## src/rtl/ecc_pkg.sv

```systemverilog
// Shared P-256 constants and types for the ECDHE key path.
// Used by the public-key serializer and the coordinate range checker.
package ecc_pkg;

    localparam int COORD_W = 256;

    localparam logic [COORD_W-1:0] P256_PRIME =
        256'hFFFFFFFF_00000001_00000000_00000000_00000000_FFFFFFFF_FFFFFFFF_FFFFFFFF;

    localparam logic [7:0] SEC1_UNCOMPRESSED = 8'h04;

    // Prefix byte plus both coordinates.
    localparam int FRAME_LEN = 1 + 2 * (COORD_W / 8);

    typedef enum logic [1:0] {
        ST_IDLE,
        ST_CHECK,
        ST_SEND
    } state_t;

endpackage

```

## src/rtl/p256_coord_check.sv

```systemverilog
// Combinational P-256 point range check: both coordinates below p and
// not the all-zero pair. Shared with the future peer-key receive path.
module p256_coord_check
    import ecc_pkg::*;
(
    input  logic [COORD_W-1:0] x_i,
    input  logic [COORD_W-1:0] y_i,
    output logic               ok_o
);

    assign ok_o = (x_i < P256_PRIME) && (y_i < P256_PRIME) && ((x_i | y_i) != '0);

endmodule

```

## src/rtl/ecdhe_pubkey_serializer.sv

```systemverilog
// Captures the generated public key, range-checks it, and streams it as a
// 65-byte SEC1 uncompressed point (0x04 || X || Y) over a byte stream.
module ecdhe_pubkey_serializer #(
    parameter logic [7:0] PREFIX  = ecc_pkg::SEC1_UNCOMPRESSED,
    parameter int         COORD_W = ecc_pkg::COORD_W
) (
    input  logic                 clk,
    input  logic                 reset_n,
    input  logic                 key_valid_i,
    input  logic [2*COORD_W-1:0] public_key_i,
    output logic [7:0]           m_tdata,
    output logic                 m_tvalid,
    input  logic                 m_tready,
    output logic                 m_tlast,
    output logic                 busy_o,
    output logic                 done_o,
    output logic                 key_err_o,
    output logic                 overrun_o
);

    localparam int         KEY_W    = 2 * COORD_W;
    localparam logic [6:0] LAST_IDX = 7'(ecc_pkg::FRAME_LEN - 1);

    ecc_pkg::state_t    state_q;
    logic [KEY_W-1:0]   key_q;
    logic [6:0]         idx_q;
    logic [7:0]         tdata_q;
    logic               tvalid_q;
    logic               tlast_q;
    logic               done_q;
    logic               key_err_q;
    logic               key_ok;

    p256_coord_check u_coord_check (
        .x_i  (key_q[KEY_W-1 -: COORD_W]),
        .y_i  (key_q[COORD_W-1:0]),
        .ok_o (key_ok)
    );

    // key_q doubles as the output shifter: each accepted byte shifts zeros
    // in from the bottom, so the key is also wiped as it is sent.
    always_ff @(posedge clk or negedge reset_n) begin
        if (!reset_n) begin
            state_q   <= ecc_pkg::ST_IDLE;
            key_q     <= '0;
            idx_q     <= '0;
            tdata_q   <= '0;
            tvalid_q  <= 1'b0;
            tlast_q   <= 1'b0;
            done_q    <= 1'b0;
            key_err_q <= 1'b0;
        end else begin
            done_q    <= 1'b0;
            key_err_q <= 1'b0;
            case (state_q)
                ecc_pkg::ST_IDLE: begin
                    if (key_valid_i) begin
                        key_q   <= public_key_i;
                        state_q <= ecc_pkg::ST_CHECK;
                    end
                end
                ecc_pkg::ST_CHECK: begin
                    if (!key_ok) begin
                        key_err_q <= 1'b1;
                        key_q     <= '0;
                        state_q   <= ecc_pkg::ST_IDLE;
                    end else begin
                        idx_q    <= '0;
                        tdata_q  <= PREFIX;
                        tvalid_q <= 1'b1;
                        tlast_q  <= 1'b0;
                        state_q  <= ecc_pkg::ST_SEND;
                    end
                end
                ecc_pkg::ST_SEND: begin
                    if (m_tready) begin
                        if (idx_q == LAST_IDX) begin
                            key_q    <= '0;
                            idx_q    <= '0;
                            tdata_q  <= '0;
                            tvalid_q <= 1'b0;
                            tlast_q  <= 1'b0;
                            done_q   <= 1'b1;
                            state_q  <= ecc_pkg::ST_IDLE;
                        end else begin
                            idx_q   <= idx_q + 7'd1;
                            tdata_q <= key_q[KEY_W-1 -: 8];
                            key_q   <= key_q << 8;
                            tlast_q <= (idx_q == LAST_IDX - 7'd1);
                        end
                    end
                end
                default: state_q <= ecc_pkg::ST_IDLE;
            endcase
        end
    end

    assign m_tdata   = tdata_q;
    assign m_tvalid  = tvalid_q;
    assign m_tlast   = tlast_q;
    assign done_o    = done_q;
    assign key_err_o = key_err_q;
    assign busy_o    = (state_q != ecc_pkg::ST_IDLE);
    // Flags a key offered in the very cycle it is being dropped.
    assign overrun_o = key_valid_i && (state_q != ecc_pkg::ST_IDLE);

endmodule

```

## config.mk

```make
export PLATFORM = sky130hd
export DESIGN_NAME = ecdhe_pubkey_serializer
export DESIGN_NICKNAME = d
export VERILOG_FILES = /design/src/rtl/ecc_pkg.sv /design/src/rtl/p256_coord_check.sv /design/src/rtl/ecdhe_pubkey_serializer.sv
export SDC_FILE = /design/constraint.sdc
export NUM_CORES = 1
export LEC_CHECK = 0
export ABC_AREA = 1
export BUFFER_PORTS_ARGS = -buffer_cell sky130_fd_sc_hd__buf_2
export CAP_MARGIN = 20
export CORE_MARGIN = 3
export CORE_UTILIZATION = 55
export CTS_CLUSTER_SIZE = 40
export DETAILED_ROUTE_END_ITERATION = 12
export PLACE_DENSITY_LB_ADDON = 0.15
export SLEW_MARGIN = 0
export SYNTH_ARGS = -nofsm -noshare
export SYNTH_HDL_FRONTEND = slang
export SYNTH_SLANG_ARGS = --single-unit
```

## constraint.sdc

```tcl
create_clock -name clk -period 5.2 [get_ports clk]
set_input_delay 1.04 -clock clk [delete_from_list [all_inputs] [get_ports clk]]
set_output_delay 1.04 -clock clk [all_outputs]
set_load 0.01 [all_outputs]
```

==> summary.md <==
| Metric | Value |
|---|---|
| First-pass GRT wire length | approximately 170000 µm |
| Die area | about 60000 µm² |
| Area leader, netlist | dfrtp_1 |
| Final number of max-transition violations | 0 |
| Run status | complete, no violations |
| Placed cell areas | 34200 µm² |
| Max IR drop VDD | between 0.7 and 0.8 mV |
| Setup TNS | 0 ps |
| Crit Path Max Fanout | 192 |
| Die height | 246 µm |
| Critical path capture point type | register |
| GRT Overall Usage | about a third |
| Synth Area per Inst | 6.50 µm² |
| Post-synth cell types | 30 |
| Final Cycle Share | 71.9% |
| Net count after synthesis | about 5.4k |
| CTS tree | built |
| GPL Wtd Cong | 0.916 |
| Layout Nets | around 5.7k |
| Max Clk Rate | 267 MHz |
| Cell Area, Synth | 31700 µm² |
| Commonest non-fill, non-tap cell in the layout | nand2_1 |
| Final core occ | 63.7% |
| Synthesized instance count | around 5k |
| Congestion Overflow GR | 0 |
| Hpwl dp | 71500 µm |
| Fin area | about 36000 µm² |
| Initial drt markers | 4166 |
| Max-cap violations | 0 |
| Worst Skew | 36.6 ps |
| HP Class | in2async |
| Final Hold Viols | 0 |
| Vias in the first global route | slightly above 30k |
| RSZ-0062 raised after global routing | no |
| Die W | 246 µm |
| Leak | approximately 18 nW |
| Worst Path Arrival | between 4000 and 5000 ps |
| Worst Reg2Reg Path Length in Cells | 13 |
| Syn-to-layout area delta | 14.0% |
| Least-Margin Pin Slew | approximately 1100 ps |
| Cts hold-fix bufs | 0 |
| Synth Warn # | 0 |
| Yosys top cell area share | between 40% and 50% |
| Worst relative slew slack | between 20% and 30% |
| Initial DRT Pass Iterations | 6 |
| Non-Filler Instances | about 6.0k |
| Post-CTS Setup Bufs | 0 |
| Core footprint | between 50000 and 60000 µm² |
| Starting density of the core | 55.9% |
| Top post-synthesis cells by area | dfrtp_1 42%, nand2_1 27%, nand3_1 8.2%, o21ai_0 7.5%, nor2_1 5.9% |
| Most frequent cells in the layout | 2288 x nand2_1, 533 x dfrtp_1, 528 x buf_2, 519 x nand3_1, 499 x nor2_1 |
| Vias per inst | roughly 5.6 |
| Site Rows | 87 |
| Vias | 33.5k |
| CTS sink count | 533 |
| Routed Antenna Nets | 0 |
| Antenna violations before repair | 13 |
| Residual DRC count | 0 |
| PD cells | 684 nW/µm² |
| Setup Viol. Count Final | 0 |
| CTS max path bufs | 3 |
| Crit path launch type | register |
| Routed Wire Length | ~110000 µm |
| Post-synthesis sequential area ratio | 42.1% |
| Clk root buf | clkbuf_16 |
| Placed cell count | slightly below 6k |
| Minimum clock period | 3740 ps |
| Pin count of the biggest net entering global routing | ~220 |
| Kind of critical path | reg2reg |
| Share of layout cells above drive strength 1 | 12.7% |
| Synth Register Bits | 533 |
| IO buf count | 529 |
| IO Pins | 530 |
| Post-CTS sizing | 0 |
| Per-cell routed wire length | 17.9 µm |
| Req. time, crit path | 5750 ps |
| H-tree Lvls | 2 |
| Worst-Skew Late Latency | 630 ps |
| TritonCTS Buffers | 59 |
| Clock-pin slew on the worst setup and hold paths | ~70 ps |
sequential cells by signal (all words and copies together) (netlist names):
name	cells
done_o	1
key_q	512
idx_q	7
key_err_o	1
m_tvalid	1
state_q	2
m_tlast	1
m_tdata	8
routing by layer:
| layer | track usage, % | routed length, µm |
|---|---|---|
| met5 | 0 | 49 |
| met4 | 13.0 | 4270 |
| met3 | 5.69 | 9750 |
| met2 | 52.0 | 47900 |
| met1 | 49.9 | 44800 |
power by group:
group | switching, W | internal (W) | leakage, nW
Sequential | 0.00181 | 0.00589 | 6.88
Combinational | 0.00908 | 0.00372 | 10.4
Clock | 0.00177 | 0.00247 | 0.962
area by class of cell:
cell class                      count  area (µm²)
Multi-Input combinational cell   3929       16500
Timing Repair Buffer              556        3090
Fill cell                        5397       20600
Clock inverter                     13         115
Antenna cell                       13        32.5
Tap cell                          756         946
Sequential cell                   533       13300
Clock buffer                       92        1810
Inverter                           76         293
kinds of logic (layout without fill, tap and decap cells):
group / Yosys count / after routing / synth area share [%]
xor+xnor: 2 / 2 / 0.0552
fa+ha+maj: 6 / 6 / 0.237
buf+inv: 416 / 737 / 5.99
compound gates: 535 / 535 / 8.89
simple gates: 3386 / 3386 / 42.8
other cells: 0 / 13 / 0
flops: 533 / 533 / 42.1
through the flow:
stage | worst slack, ps | total power [W] | hold slack [ps]
floorplan | 2940 | 0.0170 | 442
global placement | 1530 | 0.0201 | 454
detailed placement | 1570 | 0.0203 | 458
CTS | 1560 | 0.0246 | 424
global route | 1230 | 0.0269 | 455
finish | 1460 | 0.0247 | 396
Yosys cell counts (all sizes together):
cell,count
ha,6
o22ai,1
nor3,1
nor4,1
nand3,519
clkbuf,188
nand3b,3
or2,2
o21ai,476
dfrtp,533
nor3b,1
inv,75
xor2,2
clkinv,1
nor2,501
nand4,65
nand2,2290
and2,3
buf,152
a21oi,3
o31ai,55
worst max-delay path: stages, from the launching register on:
cell     delay (ps)
dfrtp_1         420
nor2_1          120
nand4_1         110
nor2_1          180
nand2_1         120
nor2_1          250
nand2_1         100
nor2_1          250
nand2_1         180
nand4_4         180
buf_12          520
buf_12          690
nand3_1         230
nand2_1         130
path summary, 6_finish.rpt:
| path | startpoint | endpoint | slack [ps] |
|---|---|---|---|
| max in group asynchronous | reset_n | key_q[134]$_DFFE_PN0P_ | 3670 |
| worst max-delay path | key_q[0]$_DFFE_PN0P_ | key_q[303]$_DFFE_PN0P_ | 1460 |
| min in group clk | key_q[108]$_DFFE_PN0P_ | key_q[108]$_DFFE_PN0P_ | 470 |
| worst min register to register | key_q[108]$_DFFE_PN0P_ | key_q[108]$_DFFE_PN0P_ | 470 |
| worst max register to register | key_q[0]$_DFFE_PN0P_ | key_q[303]$_DFFE_PN0P_ | 1460 |
| worst min-delay path | reset_n | m_tdata[6]$_DFFE_PN0P_ | 400 |
Power figures use the tool's default switching activity.
